$ cat src/rtl/mux_nto1_reg.sv
// -----------------------------------------------------------------------------
// mux_nto1_reg
//
// N-to-1 multiplexer with a registered output. It has two operating modes:
//   - manual: the channel is chosen by the sel port.
//   - scan:   an internal index steps through every channel. It dwells DWELL
//             cycles on each channel and then advances.
//
// Parameters
//   WIDTH   bit width of each channel and of mux_out
//   NUM_CH  number of channels (2 .. 2**SEL_W)
//   SEL_W   width of sel / cur_sel
//   DWELL   cycles spent on each channel in scan mode (>= 1)
//
// Ports
//   clk        rising-edge clock
//   rst_n      asynchronous active-low reset
//   en         block enable; low holds mux_out/cur_sel and scan position
//   mode       0 = manual select, 1 = auto scan (ignored while en = 0)
//   sel        manual channel select (ignored in scan mode)
//   in_bus     packed channels, channel k at [k*WIDTH +: WIDTH]
//   mux_out    registered selected data
//   cur_sel    channel index that produced the current mux_out
//   out_valid  mux_out holds a valid sample taken on the previous edge
//   wrap       one-cycle pulse on the first sample of channel 0 after the
//              scan index wrapped from NUM_CH-1
//
// Output qualification: this is a source-only interface with no ready input.
// The consumer may use mux_out in any cycle in which out_valid is 1. out_valid
// is 0 after reset, while disabled, and after an out-of-range manual select.
// Every output is taken straight from flops, so no input reaches an output
// combinationally.
// -----------------------------------------------------------------------------
module mux_nto1_reg #(
  parameter int WIDTH  = 1,
  parameter int NUM_CH = 4,
  parameter int SEL_W  = 2,
  parameter int DWELL  = 4
) (
  input  logic                    clk,
  input  logic                    rst_n,
  input  logic                    en,
  input  logic                    mode,
  input  logic [SEL_W-1:0]        sel,
  input  logic [NUM_CH*WIDTH-1:0] in_bus,
  output logic [WIDTH-1:0]        mux_out,
  output logic [SEL_W-1:0]        cur_sel,
  output logic                    out_valid,
  output logic                    wrap
);

  // A dwell counter of at least one bit keeps DWELL = 1 legal. In that case
  // the counter stays at 0 and the index advances on every scan edge.
  localparam int CNT_W = (DWELL > 1) ? $clog2(DWELL) : 1;

  localparam logic [SEL_W-1:0] LAST_IDX = SEL_W'(NUM_CH - 1);
  localparam logic [CNT_W-1:0] LAST_CNT = CNT_W'(DWELL - 1);

  typedef enum logic [1:0] {
    ST_IDLE   = 2'd0,
    ST_MANUAL = 2'd1,
    ST_SCAN   = 2'd2
  } state_e;

  // state_q records the operation performed on the most recent edge.
  state_e             state_q,     state_d;
  logic [WIDTH-1:0]   data_q,      data_d;
  logic [SEL_W-1:0]   cur_q,       cur_d;
  logic               sel_ok_q,    sel_ok_d;
  logic               wrap_q,      wrap_d;
  logic               wrap_pend_q, wrap_pend_d;
  logic [CNT_W-1:0]   cnt_q,       cnt_d;
  logic [SEL_W-1:0]   idx_q,       idx_d;

  // Channel pick. The loop compares against every legal channel number, so an
  // out-of-range index returns zero and no part-select runs past the bus.
  function automatic logic [WIDTH-1:0] pick_ch(
    input logic [SEL_W-1:0]        ch,
    input logic [NUM_CH*WIDTH-1:0] bus
  );
    logic [WIDTH-1:0] res;
    res = '0;
    for (int k = 0; k < NUM_CH; k++) begin
      if (ch == SEL_W'(k)) res = bus[k*WIDTH +: WIDTH];
    end
    return res;
  endfunction

  function automatic logic ch_in_range(input logic [SEL_W-1:0] ch);
    logic ok;
    ok = 1'b0;
    for (int k = 0; k < NUM_CH; k++) begin
      if (ch == SEL_W'(k)) ok = 1'b1;
    end
    return ok;
  endfunction

  logic             man_ok;
  logic [WIDTH-1:0] man_data;
  logic [WIDTH-1:0] scan_data;

  always_comb begin
    man_ok    = ch_in_range(sel);
    man_data  = pick_ch(sel, in_bus);
    scan_data = pick_ch(idx_q, in_bus);
  end

  always_comb begin
    data_d      = data_q;
    cur_d       = cur_q;
    sel_ok_d    = sel_ok_q;
    wrap_d      = 1'b0;
    wrap_pend_d = wrap_pend_q;
    cnt_d       = cnt_q;
    idx_d       = idx_q;

    // en overrides mode.
    if (!en)       state_d = ST_IDLE;
    else if (mode) state_d = ST_SCAN;
    else           state_d = ST_MANUAL;

    case (state_d)
      ST_MANUAL: begin
        cur_d       = sel;
        sel_ok_d    = man_ok;
        data_d      = man_ok ? man_data : '0;
        // Any later scan starts at channel 0 with a fresh dwell. It must not
        // inherit a wrap that was pending from an earlier scan.
        cnt_d       = '0;
        idx_d       = '0;
        wrap_pend_d = 1'b0;
      end

      ST_SCAN: begin
        data_d      = scan_data;
        cur_d       = idx_q;
        sel_ok_d    = 1'b1;
        // wrap marks the first sample of channel 0 after a wrap. The pending
        // flag carries the event across any idle cycles in between.
        wrap_d      = wrap_pend_q;
        wrap_pend_d = 1'b0;
        if (cnt_q == LAST_CNT) begin
          cnt_d = '0;
          if (idx_q == LAST_IDX) begin
            idx_d       = '0;
            wrap_pend_d = 1'b1;
          end else begin
            idx_d = idx_q + 1'b1;
          end
        end else begin
          cnt_d = cnt_q + 1'b1;
        end
      end

      default: begin
        // Idle: data, channel and scan position hold. wrap defaults to 0.
      end
    endcase
  end

  always_ff @(posedge clk or negedge rst_n) begin
    if (!rst_n) begin
      state_q     <= ST_IDLE;
      data_q      <= '0;
      cur_q       <= '0;
      sel_ok_q    <= 1'b0;
      wrap_q      <= 1'b0;
      wrap_pend_q <= 1'b0;
      cnt_q       <= '0;
      idx_q       <= '0;
    end else begin
      state_q     <= state_d;
      data_q      <= data_d;
      cur_q       <= cur_d;
      sel_ok_q    <= sel_ok_d;
      wrap_q      <= wrap_d;
      wrap_pend_q <= wrap_pend_d;
      cnt_q       <= cnt_d;
      idx_q       <= idx_d;
    end
  end

  assign mux_out   = data_q;
  assign cur_sel   = cur_q;
  assign wrap      = wrap_q;
  // Decoded from flops only. A scan sample is always valid. A manual sample
  // is valid only when its select was in range.
  assign out_valid = (state_q == ST_SCAN) || ((state_q == ST_MANUAL) && sel_ok_q);

endmodule

$ cat config.mk
export PLATFORM = sky130hd
export DESIGN_NAME = mux_nto1_reg
export DESIGN_NICKNAME = d
export VERILOG_FILES = /design/src/rtl/mux_nto1_reg.sv
export SDC_FILE = /design/constraint.sdc
export NUM_CORES = 1
export LEC_CHECK = 0
export BUFFER_PORTS_ARGS = -buffer_cell sky130_fd_sc_hd__buf_2
export CORE_MARGIN = 4
export CORE_UTILIZATION = 30
export CTS_CLUSTER_DIAMETER = 30
export CTS_CLUSTER_SIZE = 16
export DETAILED_ROUTE_END_ITERATION = 10
export PLACE_DENSITY = 0.56
export SYNTH_ARGS = -nofsm -noshare
export SYNTH_HDL_FRONTEND = slang
export SYNTH_SLANG_ARGS = --single-unit
$ cat constraint.sdc
create_clock -name clk -period 3.34 [get_ports clk]
set_input_delay 0.334 -clock clk [delete_from_list [all_inputs] [get_ports clk]]
set_output_delay 0.334 -clock clk [all_outputs]
set_load 0.02 [all_outputs]
==> impl_metrics.tcl, run 1 <==
set metrics [dict create \
    cts_buffer_depth 2 \
    track_usage_pct 10.32 \
    cts-root-buf "clkbuf_4" \
    antenna_found_initial 0 \
    start_util_pct 31.51 \
    routed_wl_mm 1.207 \
    grt-ovfl-total 0 \
    setup_viol 0 \
    startpoint_type "flip-flop" \
    routabilityCongestion 0.7591 \
    cts_max_level 1 \
    fin_crit_sh_pct 44.85 \
    drt_iter0_markers 8 \
    irDropWorstVdd_uv 305.7 \
    grt_pass1_vias 455 \
    antenna_cells 0 \
    synth_area_um2 618.1 \
    min_period_ns 1.498 \
    final_cell_mix "buf_2, dfrtp_1, inv_1, ha_1, o21ai_0" \
    pwr-share-comb_pct 24.2 \
    dp_hpwl_um 882.4 \
    crit_slowest_cell "dfrtp_1" \
    required_ns 3.49 \
    worstHoldPathType "in2reg" \
    fin_area_um2 758.2 \
    grt_first_pass_wirelength_mm 2.049 \
    syn_inst 56 \
    grt_max_degree 15 \
    dpl-instance-area_um2 711.9 \
    rsz0062_at_grt "false" \
    routed_via_density 4.720 \
    p_per_area_nw_per_um2 510.6 \
    rows 16 \
    pwr-share-seq_pct 46.4 \
    netlist-cell-type-count 24 \
    vias 472 \
    cts.clk_slew.worst_paths_ns 0.08 \
    avgSynthCellArea_um2 11.04 \
    path_cells "inv_1 > ha_1 > and3b_1 > a2111oi_0 > o21ai_1" \
    slew_headroom_pct 74.91 \
    syn2layout_area_growth_pct 22.67 \
    fin_skew_ns 0.003331 \
    drive_above_1_share_pct 28.77 \
    p_int_w 0.0002715 \
    num_io_pins 15 \
    die_h_um 53.39 \
    swShare_pct 29.88 \
    cts_tree "yes" \
    drt-pass1-iter-count 6 \
    ant_nets 0 \
    worstPathArrival_ns 1.65 \
    die_w_um 53.39 \
    layout_commonest_cell "buf_2" \
    synth_seq_area_share_pct 48.58 \
    drcViolationCount 0 \
    drv_cap 0 \
    portBuffers 14 \
    wire_per_inst_um 12.07 \
    clock-sinks 12 \
    worstPathMaxFanout 6 \
    fmax_mhz 667.5 \
    worst_setup_path_end_kind "flip-flop" \
    fin_nets 89 \
    status "completed" \
    synth-seq-cells 12 \
    critPathMaxStageDelay_ns 0.44 \
    critPathKind "reg2reg" \
    syn-num-nets 71 \
    cts_resized 0 \
    worstMarginPinSlew_ns 0.3669 \
    dieArea_um2 2850 \
    power.switching_w 0.0001157 \
    clk_latency_ns 0.27 \
    yosysWarnings 0 \
    p_clk_share_pct 29.4 \
    finalHoldViolCount 0 \
    tns_ns 0 \
    leakage_nw 0.3863 \
    numCtsBuffers 3 \
    slew_violations 0 \
    design.core.area_um2 1962 \
]
==> area by class of cell <==
| cell class | count | area [um^2] |
|---|---|---|
| clock buffers | 4 | 36.28 |
| inverters | 6 | 22.52 |
| fillers | 222 | 1204 |
| well taps | 27 | 33.78 |
| multi-input cells | 36 | 285.3 |
| repair buffers | 15 | 80.08 |
| flip-flops and latches | 12 | 300.3 |
==> per-layer routing <==
layer	share of wire, %	wire (um)	GRT usage (%)
met3	11	132	5.915
met2	40	486	14.49
met1	48	580	12.86
met5	0	0	0
met4	0.58	7	3.830
==> worst max-delay path: cells and delay by family (launching register included) <==
family / cells / cell delay (ns)
compound gates: 2 / 0.48
flops: 1 / 0.44
fa+ha+maj: 1 / 0.20
simple gates: 1 / 0.16
buf+inv: 1 / 0.11
==> sequential cells by signal, indices dropped and copies added, names as in the netlist <==
register     cells
cur_sel          2
state_q          2
mux_out          1
wrap_pend_q      1
wrap             1
cnt_q            2
sel_ok_q         1
idx_q            2
==> cell families (layout without fill, tap and decap cells) <==
| family | after synthesis | count (layout) | share of synthesized area [%] |
|---|---|---|---|
| buffers and inverters | 8 | 25 | 5.263 |
| muxes | 4 | 4 | 8.502 |
| DFF | 12 | 12 | 48.58 |
| and+or+nand+nor | 14 | 14 | 12.55 |
| adders and majority gates | 5 | 5 | 10.12 |
| AOI/OAI and AO/OA | 13 | 13 | 14.98 |
==> cell usage after synthesis <==
| master | n | area share, % |
|---|---|---|
| a22oi_2 | 1 | 2.0 |
| dfrtp_1 | 12 | 49 |
| buf_2 | 2 | 1.6 |
| nor4bb_1 | 1 | 1.6 |
| nor2_1 | 3 | 1.8 |
| inv_1 | 6 | 3.6 |
| a21o_1 | 1 | 1.2 |
| and3_1 | 1 | 1.0 |
| a21oi_1 | 2 | 1.6 |
| mux2i_1 | 3 | 4.9 |
| o21ai_1 | 1 | 0.81 |
| or2_2 | 1 | 1.0 |
| nand3_1 | 2 | 1.6 |
| ha_1 | 5 | 10 |
| mux4_2 | 1 | 3.6 |
| a2111oi_0 | 1 | 1.4 |
| and3b_1 | 1 | 1.4 |
| o21ai_0 | 4 | 3.2 |
| a32o_1 | 1 | 1.6 |
| a221o_1 | 1 | 1.6 |
| a22o_1 | 1 | 1.4 |
| nor2b_1 | 2 | 2.0 |
| nand2_1 | 2 | 1.2 |
| nor3_1 | 1 | 0.81 |
==> power groups by stage <==
| stage | registers, W | clock network (W) | logic, W |
|---|---|---|---|
| 2_1_floorplan | 0.000188 | 0 | 0.0000564 |
| 3_3_place_gp | 0.000181 | 0 | 0.0000924 |
| 3_5_place_dp | 0.000182 | 0 | 0.0000918 |
| 4_1_cts | 0.000180 | 0.000118 | 0.0000942 |
| 5_1_grt | 0.000183 | 0.000129 | 0.000105 |
| 6_report | 0.000180 | 0.000114 | 0.0000937 |
==> path summary, 6_finish.rpt <==
| check | startpoint | end | slack [ns] | depth (start not counted) |
|---|---|---|---|---|
| min in group asynchronous | rst_n | mux_out | 0.46 | 2 |
| max in group asynchronous | rst_n | cur_sel[1] | 2.66 | 2 |
| worst max register to register | idx_q[0] | mux_out | 1.84 | 5 |
| worst min register to register | sel_ok_q | sel_ok_q | 0.47 | 1 |
| worst min-delay path | in_bus[1] | mux_out | 0.39 | 3 |
| worst max-delay path | idx_q[0] | mux_out | 1.84 | 5 |
==> timing repair <==
item,CTS,global route
endpoints found under the hold margin,12,0
endpoints found under the setup margin,0,0
buffers inserted,0,0
hold buffers,1,0
==> metrics by stage <==
step / power, W / util, % / std cells / hold WS, ns / worst slack (ns)
floorplan: 0.0002449 / - / 56 / 0.03841 / 1.978
CTS: 0.0003922 / 38.65 / 100 / 0.3747 / 1.839
finish: 0.0003872 / 38.65 / 100 / 0.3865 / 1.842
global placement: 0.0002739 / 36.29 / 95 / 0.2276 / 1.858
global route: 0.0004169 / 38.65 / 100 / 0.3754 / 1.680
detailed placement: 0.0002740 / 36.29 / 95 / 0.2241 / 1.855
Note: power is estimated with default switching activity, not from simulation.
==> inputs of run 2 (changes only) <==
- ABC_AREA: unset -> 1
- clock period: 3.34 -> 1.45 ns (I/O delays scaled with it)
==> run 2 against run 1 <==
Worst hold slack worse by 0.27 ns; largest cell class unchanged; worst setup slack lost 1.5 ns; global-route usage down 0.51 points; cell count is 11% higher; fmax is 30% higher; highest routed layer is now met3; die area down 1.7%; sequential cell count did not move.
==> impl_metrics.tcl, run 2 <==
set metrics [dict create \
    worst_setup_path_end_kind "flip-flop" \
    drv_cap 0 \
    portBuffers 14 \
    synth_top_area_share_pct 49.59 \
    leakage_nw 0.3802 \
    avgSynthCellArea_um2 8.906 \
    worstHoldPathType "in2reg" \
    synth_area_um2 605.6 \
    path_cells "inv_1 > ha_1 > a21oi_1 > nand2_1 > nand2_1 > nand3_1" \
    drcViolationCount 0 \
    slew_headroom_pct 82.08 \
    dp_hpwl_um 941.2 \
    worstPathArrival_ns 1.30 \
    holdPathStages 2 \
    cts-root-buf "clkbuf_4" \
    syn-num-nets 83 \
    ant_nets 0 \
    status "completed" \
    setup_viol 0 \
    nFillCells 194 \
    synth-seq-cells 12 \
    die_h_um 52.93 \
    finalHoldViolCount 0 \
    grt-ovfl-total 0 \
    holdCritStartpoint "mode" \
    cts.clk_slew.worst_paths_ns 0.07 \
    path_common_cell "nand2_1" \
    cts_buffer_depth 2 \
    tns_ns 0 \
    routabilityCongestion 0.8491 \
    routed_via_density 4.396 \
    p_total_w 0.0008150 \
    antenna_found_initial 0 \
    r2r-start "idx_q[0]" \
    fin_crit_sh_pct 79.22 \
    syn2layout_area_growth_pct 22.11 \
    min_to "state_q[0]" \
    critPathMaxStageDelay_ns 0.39 \
    rsz0062_at_grt "false" \
    dieArea_um2 2802 \
    grt_first_pass_wirelength_mm 1.959 \
    fmax_mhz 870.6 \
    worst-r2r-cell-count 6 \
    pre_cts_slack_ns 0.3097 \
    drt_iter0_markers 10 \
    rows 15 \
    netlist_top_cells_count "nand2_1, dfrtp_1, inv_1" \
    final_cell_mix "nand2_1, buf_2, dfrtp_1, inv_1" \
    grt_max_degree 13 \
    p_per_area_nw_per_um2 1102 \
    setup_ws_ns 0.3013 \
    synth_seq_area_share_pct 49.59 \
    synthFlopType "dfrtp_1" \
    irDropWorstVdd_uv 480.8 \
    syn_inst 68 \
    wire_per_inst_um 10.43 \
    layout_commonest_cell "nand2_1" \
    design.core.area_um2 1821 \
    drt-pass1-iter-count 4 \
    async_flop_share_pct 100.0 \
    regToRegEndpoint "mux_out" \
    crit_slowest_cell "dfrtp_1" \
    cts_max_level 1 \
    synth-edff-count 0 \
    yosysWarnings 0 \
    grt_pass1_vias 456 \
    critPathKind "reg2reg" \
    fin_skew_ns 0.0007413 \
    numCtsBuffers 3 \
    track_usage_pct 9.817 \
    netlist-cell-type-count 18 \
    cts_tree "yes" \
    regToRegSetupSlack_ns 0.30 \
    synthTopCellsByArea "dfrtp_1, ha_1, nand2_1" \
    fin_nets 103 \
    required_ns 1.60 \
    worstMarginPinSlew_ns 0.2688 \
    min_period_ns 1.149 \
    slew_violations 0 \
    antenna_cells 0 \
    start_util_pct 33.26 \
    startpoint_type "flip-flop" \
    clk_latency_ns 0.26 \
    vias 488 \
    drive_above_1_share_pct 26.74 \
    die_w_um 52.93 \
    routed_wl_mm 1.158 \
    yosysMostFrequentCell "nand2_1" \
    worstPathMaxFanout 5 \
    num_io_pins 15 \
    synth_top_area_cell "dfrtp_1" \
    clock-sinks 12 \
]
-- run 2: cell types whose count changed after synthesis, moves of 3 or more --
cell,before,now
mux2i_1,3,0
nand2_1,2,16
nand3_1,2,5
inv_1,6,9
o21ai_0,4,1
a21oi_1,2,5
-- run 2: kinds of logic after synthesis --
logic type,count (synthesis),share of synthesized area [%]
AO/OA/AOI/OAI,12,12.40
adder cells (fa/ha/maj),5,10.33
AND/OR/NAND/NOR,28,20.04
flip-flops,12,49.59
buffers and inverters,11,7.644
-- run 2: cell type report --
type | instances | area, um^2 | share of cell area, %
repair buffers | 15 | 80.08 | 10.83
inverters | 11 | 46.29 | 6.261
flip-flops and latches | 12 | 300.3 | 40.61
multi-input cells | 45 | 259.0 | 35.03
clock buffers | 3 | 22.52 | 3.046
well taps | 25 | 31.28 | 4.230
-- run 2: how the worst max path moves through the flow --
stage	start	endpoint	slack, ns	cells past startpoint
final	idx_q[0]	mux_out	0.30	6
after global routing	idx_q[0]	mux_out	0.20	8
after CTS	idx_q[0]	mux_out	0.29	6
after detailed placement	idx_q[0]	mux_out	0.31	6
after global placement	idx_q[0]	mux_out	0.28	6
after floorplan	idx_q[0]	mux_out	0.41	6
-- run 2: timing repair --
item | CTS | global route
resized for setup | 0 | 0
endpoints found under the hold margin | 12 | 0
buffers inserted | 0 | 0
endpoints found under the setup margin | 0 | 0
hold buffers | 1 | 0
-- run 2: worst max-delay path: cells and delay by family, from the launching register on --
| family | cells | cell delay (ns) |
|---|---|---|
| buf+inv | 1 | 0.11 |
| simple gates | 3 | 0.17 |
| fa+ha+maj | 1 | 0.22 |
| compound gates | 1 | 0.15 |
| flops | 1 | 0.39 |
-- run 2: per-layer routing --
metal	part of all wire [%]	track usage (%)	up-vias	wire (um)
met4	0	5.106	0	0
met3	4.6	3.380	0	53
met5	0	0	-	0
li1	-	-	260	-
met1	50	13.22	220	581
met2	45	13.64	8	522
-- run 2: where the power goes --
group | internal, W | switching (W)
sequential | 0.000374 | 0.0000261
clock | 0.0000958 | 0.000101
combinational | 0.0000869 | 0.000131
total | 0.000557 | 0.000258
-- run 2: stage by stage --
stage          hold WS [ns]  std cells  cell area (um^2)  util (%)
6_report             0.1204        111             739.5     40.62
2_1_floorplan       -0.1506         68             605.6         -
3_5_place_dp        0.03202        107             706.9     38.83
3_3_place_gp        0.03555        107             706.9     38.83
5_1_grt              0.1172        111             739.5     40.62
4_1_cts              0.1186        111             739.5     40.62
==> inputs of run 3 (changes only) <==
- PLACE_DENSITY: 0.56 -> 0.58
- clock period: 1.45 -> 1 ns (I/O delays scaled with it)
==> run 3 against run 2 <==
The run now ends with setup timing left; combinational power up 90%; first-iteration DRC count down 60%; sequential power up 48%; wire length up 11%; largest cell class unchanged; highest routed layer unchanged.
==> impl_metrics.tcl, run 3 (synthesis results as in run 2) <==
set metrics [dict create \
    fin_skew_ns 0.002530 \
    setup_viol 4 \
    finalHoldViolCount 0 \
    drive_above_1_share_pct 46.24 \
    critPathKind "reg2reg" \
    r2r-start "idx_q[0]" \
    antenna_found_initial 0 \
    worst-r2r-cell-count 8 \
    clock-sinks 12 \
    dieArea_um2 2802 \
    wire_per_inst_um 10.91 \
    drt_iter0_markers 4 \
    fin_area_um2 840.8 \
    layout_commonest_cell "nand2_1" \
    drt-pass1-iter-count 4 \
    rows 15 \
    die_h_um 52.93 \
    dpl-instance-area_um2 734.5 \
    cts_tree "yes" \
    routed_via_density 4.585 \
    p_per_area_nw_per_um2 1649 \
    antenna_cells 0 \
    portBuffers 14 \
    fmax_mhz 912.6 \
    routabilityCongestion 0.7349 \
    required_ns 1.16 \
    routed_wl_mm 1.287 \
    cts.clk_slew.worst_paths_ns 0.08 \
    min_to "state_q[0]" \
    numCtsBuffers 3 \
    dp_hpwl_um 977.2 \
    regToRegSetupSlack_ns -0.1 \
    status "complete, but fails checks" \
    syn2layout_area_growth_pct 38.84 \
    vias 541 \
    worstHoldPathType "in2reg" \
    fin_nets 109 \
    cp-startpoint "idx_q[0]" \
    drv_cap 0 \
    setup_ws_ns -0.09581 \
    grt_first_pass_wirelength_mm 2.083 \
    ant_nets 0 \
    cts_buffer_depth 2 \
    regToRegEndpoint "mux_out" \
    grt-ovfl-total 0 \
    irDropWorstVdd_uv 770.7 \
    drcViolationCount 0 \
    leakage_nw 0.4122 \
    die_w_um 52.93 \
    grt_pass1_vias 496 \
    num_io_pins 15 \
    worstMarginPinSlew_ns 0.2665 \
    nFillCells 177 \
    start_util_pct 33.26 \
    slew_headroom_pct 82.23 \
    rsz0062_at_grt "true" \
    post-route-util_pct 46.19 \
    slew_violations 0 \
    clk_latency_ns 0.27 \
    tns_ns -0.2249 \
    grt_max_degree 13 \
    design.core.area_um2 1821 \
    startpoint_type "flip-flop" \
    min_period_ns 1.096 \
    final_cell_mix "nand2_1, buf_2, dfrtp_1, buf_4" \
    worstPathArrival_ns 1.25 \
    holdPathStages 2 \
    cts_max_level 1 \
    worstPathMaxFanout 3 \
    holdCritStartpoint "mode" \
    violations "setup timing" \
    fin_crit_sh_pct 109.6 \
    worst_setup_path_end_kind "flip-flop" \
    cts-root-buf "clkbuf_4" \
    track_usage_pct 10.37 \
]
-- run 3: final cells by class --
type                    instances  area, um^2  area share (%)
clock buffers                   4       36.28           4.315
inverters                      11       46.29           5.506
multi-input cells              45       299.0           35.57
flip-flops and latches         12       300.3           35.71
well taps                      25       31.28           3.720
repair buffers                 21       127.6           15.18
-- run 3: per-layer routing --
metal,share of wire (%),track usage (%),vias up
met5,0,0,-
li1,-,-,273
met2,49,16.12,10
met1,47,13.29,258
met3,4.4,3.380,0
met4,0,3.830,0
-- run 3: stage by stage --
| stage | hold WS (ns) | std cells | setup WS (ns) | total power [W] |
|---|---|---|---|---|
| 3_5_place_dp | -0.006852 | 110 | -0.1004 | 0.0009464 |
| 2_1_floorplan | -0.1956 | 68 | 0.0007478 | 0.0008067 |
| 5_1_grt | 0.06770 | 118 | -0.1773 | 0.001480 |
| 6_report | 0.07641 | 118 | -0.09581 | 0.001386 |
| 4_1_cts | 0.06656 | 116 | -0.1067 | 0.001346 |
| 3_3_place_gp | -0.007918 | 110 | -0.08139 | 0.0009345 |
-- run 3: repair_timing --
item,in CTS,in global routing
setup buffers,1,2
hold buffers,1,0
pin swaps,0,3
endpoints found under the hold margin,12,0
setup endpoints to repair,5,7
gates resized for setup,6,6
-- run 3: worst max-delay path: stages, from the launching register on --
cell and delay [ns]:
dfrtp_1 0.41, inv_2 0.07, ha_2 0.18, nand2_1 0.05, nand2_1 0.05, nand3_1 0.06, nand2_1 0.05, nand2_1 0.07
nand3_1 0.06
-- run 3: worst max path at each step --
stage,slack [ns],to
final,-0.1,mux_out
after global routing,-0.18,mux_out
after CTS,-0.11,out_valid
after global placement,-0.08,mux_out
after floorplan,0.0007,mux_out
after detailed placement,-0.10,mux_out
-- run 3: report_power, final --
part | switching, W | internal (W)
logic | 0.000219 | 0.000194
registers | 0.0000502 | 0.000543
clock network | 0.000159 | 0.000221
total | 0.000428 | 0.000958
